<file path="src/rtl/present_pkg.sv">
// Shared PRESENT-80 constants, layer functions and key-schedule helpers
// for the round-based decryption core.
package present_pkg;

   localparam int ROUNDS_MAX = 31;

   typedef enum logic [1:0] {
      IDLE   = 2'd0,
      KEYGEN = 2'd1,
      DEC    = 2'd2
   } fsm_e;

   // Entry i sits at bits [4*i+3:4*i].
   localparam logic [15:0][3:0] SBOX     = 64'h2174_8FE3_DA09_B65C;
   localparam logic [15:0][3:0] INV_SBOX = 64'hA970_364B_D21C_8FE5;

   function automatic logic [63:0] p_layer(input logic [63:0] x);
      logic [63:0] y;
      y = '0;
      y[63] = x[63];
      for (int i = 0; i < 63; i++) y[(16 * i) % 63] = x[i];
      return y;
   endfunction

   function automatic logic [63:0] p_layer_inv(input logic [63:0] x);
      logic [63:0] y;
      y = '0;
      y[63] = x[63];
      for (int i = 0; i < 63; i++) y[i] = x[(16 * i) % 63];
      return y;
   endfunction

   function automatic logic [63:0] s_layer_inv(input logic [63:0] x);
      logic [63:0] y;
      y = '0;
      for (int i = 0; i < 16; i++) y[4*i +: 4] = INV_SBOX[x[4*i +: 4]];
      return y;
   endfunction

   function automatic logic [79:0] key_fwd(input logic [79:0] k, input logic [4:0] rc);
      logic [79:0] t;
      t = {k[18:0], k[79:19]};
      t[79:76] = SBOX[t[79:76]];
      t[19:15] = t[19:15] ^ rc;
      return t;
   endfunction

   // Exact undo of key_fwd: the operations run backwards in reverse order.
   function automatic logic [79:0] key_inv(input logic [79:0] k, input logic [4:0] rc);
      logic [79:0] t;
      t = k;
      t[19:15] = t[19:15] ^ rc;
      t[79:76] = INV_SBOX[t[79:76]];
      return {t[60:0], t[79:61]};
   endfunction

endpackage

</file>
<file path="src/rtl/present_key_sched_step.sv">
// One PRESENT-80 key-schedule step, forward or inverse by dir_inv.
module present_key_sched_step
   import present_pkg::*;
(
   input  logic [79:0] key_in,
   input  logic [4:0]  round_idx,
   input  logic        dir_inv,
   output logic [79:0] key_out
);

   always_comb begin
      key_out = dir_inv ? key_inv(key_in, round_idx) : key_fwd(key_in, round_idx);
   end

endmodule

</file>
<file path="src/rtl/present_round_dec.sv">
// Round-based PRESENT-80 decryption core, one inverse round per clock.
// Optional last-round-key cache: define PRESENT_DEC_KEY_CACHE_EN.
//
// state  | meaning
// IDLE   | waiting for start; round_count = 0
// KEYGEN | running the key schedule forward to K_last
// DEC    | applying inverse rounds while walking the key back
module present_round_dec
   import present_pkg::*;
#(
   parameter int ROUNDS = 31
)
(
   input  logic        clk,
   input  logic        n_reset,
   input  logic        start,
   input  logic [63:0] chiphertext,
   input  logic [79:0] key,
   output logic [63:0] plaintext,
   output logic        done,
   output logic        busy,
   output logic [4:0]  round_count
);

   localparam logic [4:0] RND = 5'(ROUNDS);

   fsm_e        fsm_q, fsm_d;
   logic [4:0]  cnt_q, cnt_d;
   logic [79:0] k_q, k_d;
   logic [63:0] st_q, st_d;
   logic [63:0] pt_q, pt_d;
   logic        done_q, done_d;
   logic [79:0] k_next;
   logic [63:0] st_round;

`ifdef PRESENT_DEC_KEY_CACHE_EN
   logic [79:0] cached_key_q, cached_key_d;
   logic [79:0] cached_klast_q, cached_klast_d;
   logic        cache_valid_q, cache_valid_d;
`endif

   present_key_sched_step u_key_step (
      .key_in    (k_q),
      .round_idx (cnt_q),
      .dir_inv   (fsm_q == DEC),
      .key_out   (k_next)
   );

   always_comb begin
      st_round = s_layer_inv(p_layer_inv(st_q)) ^ k_next[79:16];
   end

   always_comb begin
      fsm_d  = fsm_q;
      cnt_d  = cnt_q;
      k_d    = k_q;
      st_d   = st_q;
      pt_d   = pt_q;
      done_d = 1'b0;
`ifdef PRESENT_DEC_KEY_CACHE_EN
      cached_key_d   = cached_key_q;
      cached_klast_d = cached_klast_q;
      cache_valid_d  = cache_valid_q;
`endif
      case (fsm_q)
         IDLE: begin
            if (start) begin
               k_d   = key;
               st_d  = chiphertext;
               cnt_d = 5'd1;
               fsm_d = KEYGEN;
`ifdef PRESENT_DEC_KEY_CACHE_EN
               if (cache_valid_q && (key == cached_key_q)) begin
                  k_d   = cached_klast_q;
                  st_d  = chiphertext ^ cached_klast_q[79:16];
                  cnt_d = RND;
                  fsm_d = DEC;
               end else begin
                  // The entry is only trusted again once this keygen completes.
                  cache_valid_d = 1'b0;
                  cached_key_d  = key;
               end
`endif
            end
         end
         KEYGEN: begin
            k_d = k_next;
            if (cnt_q == RND) begin
               st_d  = st_q ^ k_next[79:16];
               fsm_d = DEC;
`ifdef PRESENT_DEC_KEY_CACHE_EN
               cached_klast_d = k_next;
               cache_valid_d  = 1'b1;
`endif
            end else begin
               cnt_d = cnt_q + 5'd1;
            end
         end
         DEC: begin
            k_d  = k_next;
            st_d = st_round;
            if (cnt_q == 5'd1) begin
               pt_d   = st_round;
               done_d = 1'b1;
               cnt_d  = 5'd0;
               fsm_d  = IDLE;
            end else begin
               cnt_d = cnt_q - 5'd1;
            end
         end
         default: begin
            fsm_d = IDLE;
            cnt_d = 5'd0;
         end
      endcase
   end

   always_ff @(posedge clk or negedge n_reset) begin
      if (!n_reset) begin
         fsm_q  <= IDLE;
         cnt_q  <= 5'd0;
         k_q    <= '0;
         st_q   <= '0;
         pt_q   <= '0;
         done_q <= 1'b0;
      end else begin
         fsm_q  <= fsm_d;
         cnt_q  <= cnt_d;
         k_q    <= k_d;
         st_q   <= st_d;
         pt_q   <= pt_d;
         done_q <= done_d;
      end
   end

`ifdef PRESENT_DEC_KEY_CACHE_EN
   always_ff @(posedge clk or negedge n_reset) begin
      if (!n_reset) begin
         cached_key_q   <= '0;
         cached_klast_q <= '0;
         cache_valid_q  <= 1'b0;
      end else begin
         cached_key_q   <= cached_key_d;
         cached_klast_q <= cached_klast_d;
         cache_valid_q  <= cache_valid_d;
      end
   end
`endif

   assign plaintext   = pt_q;
   assign done        = done_q;
   assign busy        = (fsm_q != IDLE);
   assign round_count = cnt_q;

endmodule

</file>
<file path="config.mk">
export PLATFORM = sky130hd
export DESIGN_NAME = present_round_dec
export DESIGN_NICKNAME = d
export VERILOG_FILES = /design/src/rtl/present_pkg.sv /design/src/rtl/present_key_sched_step.sv /design/src/rtl/present_round_dec.sv
export SDC_FILE = /design/constraint.sdc
export NUM_CORES = 1
export LEC_CHECK = 0
export BUFFER_PORTS_ARGS = -buffer_cell sky130_fd_sc_hd__buf_2
export CAP_MARGIN = 20
export CORE_MARGIN = 2
export CORE_UTILIZATION = 40
export CTS_CLUSTER_SIZE = 30
export DETAILED_ROUTE_END_ITERATION = 16
export GPL_TIMING_DRIVEN = 0
export PLACE_DENSITY = 0.61
export SYNTH_ARGS = -nofsm -noshare
export SYNTH_HDL_FRONTEND = slang
export SYNTH_SLANG_ARGS = --single-unit
</file>
<file path="constraint.sdc">
create_clock -name clk -period 2.8 [get_ports clk]
set_input_delay 0.28 -clock clk [delete_from_list [all_inputs] [get_ports clk]]
set_output_delay 0.28 -clock clk [all_outputs]
set_load 0.01 [all_outputs]
</file>
==> impl_metrics.csv <==
group,metric,value,unit
drt,drtAntennaViolNets,0,
sta,setup-tns-final,-0.00919,ns
grt,grt_usage,34.0,%
synth,synth_area_leaders,"dfrtp_1 (34%), ha_1 (8.1%), xnor2_1 (6.4%)",
flow_run,max_cap_violations,0,
place,io_buffers,217,
floorplan,dieArea,41100,µm²
drt,drt_drc_violations_left,0,
place,gp_congestion,0.977,
place,post-place-ws,-0.462,ns
synth,synth_area_leader_cell,"dfrtp_1",
worst_setup_path,path_cells,"inv_1 > ha_1 > buf_2 > clkbuf_1 > clkbuf_1 > o2111ai_1 > o211ai_1",
run_status,outcome,"complete, but fails checks",
worst_setup_path,rrSetupSlack,-0.009,ns
clock_tree,htreeDepth,1,
synth,synth.yosys.warnings,0,
drt,drt_iter0_drc,1916,
synth,netlist.area_leader.share,34.2,%
place,placed_cells_incl_taps,2498,
worst_setup_path,cp.buffers_inverters,4,
worst_setup_path,cp-end-kind,"flip-flop",
sta,slew_headroom,30.0,%
worst_setup_path,crit_path_frequent_cell,"clkbuf_1",
min_path,hold_path.class,"input port to flip-flop",
synth,avgSynthCellArea,8.98,µm²
sta,min_period_over_period,100,%
grt,grt-ovfl-total,0,
floorplan,fp-row-count,72,
sta,timing.final.max_slew_violations,0,
clock_tree,cts_tree,"done",
worst_setup_path,r2r-start,"fsm_q[0]",
grt,grt_max_degree,110,
drt,vias,15461,
drt,routed_wirelength,71100,µm
synth,synth_edf_count,0,
sta,setup_viol,1,
floorplan,die_h,203,µm
sta,period_needed,2.81,ns
synth,synth.most_common_cell,"dfrtp_1",
min_path,holdCritStartpoint,"key[17]",
clock_tree,cts_root_buf,"clkbuf_16",
synth,synthCells,1762,
worst_setup_path,crit_family,"buffers and inverters",
cells_and_area,final.fill_count,3844,
synth,synthArstFlopShare,100,%
synth,yosysUniqueCellTypes,66,
run_status,violations,"hold timing, setup timing",
worst_setup_path,crit_fanout,10,
synth,ys.flop_type,"dfrtp_1",
worst_setup_path,cp_slowest_cell,"clkbuf_1",
worst_setup_path,crit_required,3.27,ns
sta,rsz0062_at_grt,"no",
synth,synthTopCellsByCount,"dfrtp_1 (216), nand2_1 (204), o21ai_0 (140), a21oi_1 (135), nor2_1 (118)",
clock_tree,clk_transition_reported_paths,0.06,ns
synth,synth-seq-cells,216,
cells_and_area,drive_gt1_share,21.9,%
drt,dr.pass1.iters,5,
worst_setup_path,critPathKind,"flip-flop to flip-flop",
cells_and_area,num_antenna_cells,0,
clock_tree,clk_latency,0.59,ns
clock_tree,postCtsSetupRepairBufs,0,
worst_setup_path,max_stage_delay,0.71,ns
clock_tree,cts.sinks,216,
clock_tree,cts.path.max_buffers,3,
floorplan,io_pins,218,
sta,timing.hold.ws,-0.00616,ns
cells_and_area,area_delta_synth_final,18.1,%
drt,wl_per_cell,27.8,µm
worst_setup_path,critPathLaunch,"fsm_q[0]",
sta,fmax,356,MHz
cells_and_area,layout.cells.non_filler,2556,
grt,grt_pass1_vias,14683,
clock_tree,cts_made_buffers,28,
sta,fin_ws,-0.00919,ns
sta,worstMarginPinSlew,1.05,ns
sta,hold_viol_final,2,
cells_and_area,layout.nets,2266,
sta,clock-skew-final,0.0320,ns
grt,antenna_found_initial,0,
floorplan,initial_core_util,40.7,%
worst_setup_path,startpoint_type,"flip-flop",
drt,via_per_inst,6.05,
place,place_hpwl,53800,µm
synth,netlist_area,15800,µm²
grt,grt_pass1_wl,101000,µm
worst_setup_path,cp.arrival,3.28,ns
floorplan,die_w,203,µm
synth,yosysSeqAreaShare,34.2,%
synth,synth_nets,2011,
floorplan,coreArea,38800,µm²
-- timing repair --
item                       CTS  global route
hold endpoints to repair   114             0
gates cloned                 0             0
setup endpoints to repair   89            70
gates resized for setup     24            39
hold buffers                 8             0
-- worst paths after layout --
path,to,depth (start not counted)
min in group asynchronous,k_q[65],2
max in group asynchronous,round_count[0],3
setup reg to reg,st_q[62],7
setup / recovery,st_q[62],7
hold reg to reg,plaintext[58],2
hold / removal,k_q[17],3
-- cells by family (layout without fill, tap and decap cells) --
| group | Yosys count | after routing | synth area share (%) |
|---|---|---|---|
| AO/OA/AOI/OAI | 460 | 460 | 18.2 |
| XOR/XNOR | 144 | 144 | 7.97 |
| adder cells (fa/ha/maj) | 102 | 102 | 8.07 |
| buffers and inverters | 230 | 506 | 6.32 |
| flip-flops | 216 | 216 | 34.2 |
| multiplexers | 163 | 163 | 13.2 |
| AND/OR/NAND/NOR | 447 | 447 | 12.0 |
-- tightest hold or removal path: stages --
cell and delay (ns):
buf_2 0.08, a21oi_1 0.05, a21oi_1 0.13
-- cell usage in the layout, fill, tap and decap left out, drive strengths merged, types with 3 or more instances in the layout --
cell and instances:
a221oi 50, o221ai 5, o311ai 5, nor3 76, nor2b 3, o21a 5
clkinv 10, dfrtp 216, nand2b 6, nand2 205, nor3b 3, ha 102
nand3 15, a22oi 6, dlygate4sd3 8, a211oi 34, o21ai 141, xnor2 116
mux2i 82, a31oi 3, inv 97, a21boi 22, buf 273, clkbuf 116
xor2 28, o211ai 13, nor2 118, o22ai 4, or3 9, mux4 30
and2 4, a21o 7, mux2 51, o211a 4, o2bb2ai 3, a21oi 135
a211o 4
-- registers in the layout, indices dropped and copies added, names as in the netlist --
register and flops:
k_q 80, plaintext 64, done 1, round_count 5
st_q 64, fsm_q 2
-- through the flow --
step / utilization (%) / instance area [µm²]
2_1_floorplan: - / 15800
3_3_place_gp: 45.2 / 17500
3_5_place_dp: 45.3 / 17600
4_1_cts: 47.9 / 18600
5_1_grt: 48.1 / 18700
6_report: 48.1 / 18700
-- layout make-up --
cell class                      count  area [µm²]  share of cell area (%)
Sequential cell                   216        5410                    28.9
Timing Repair Buffer              226        1200                    6.44
Multi-Input combinational cell   1316        9480                    50.7
Clock inverter                     13        96.3                   0.516
Clock buffer                       38         800                    4.28
Inverter                           96         360                    1.93
Buffer                            133         688                    3.68
Tap cell                          518         648                    3.47
-- metal layers --
layer / part of all wire (%) / vias to the layer above / GRT usage, %
li1: - / 6719 / -
met1: 40 / 7577 / 46.1
met2: 44 / 964 / 51.4
met3: 11 / 201 / 7.27
met4: 5.4 / 0 / 16.8
met5: 0 / - / 0
Power is not shown: default switching activity piles up to over one toggle a cycle in this logic, so the estimate is an artifact.
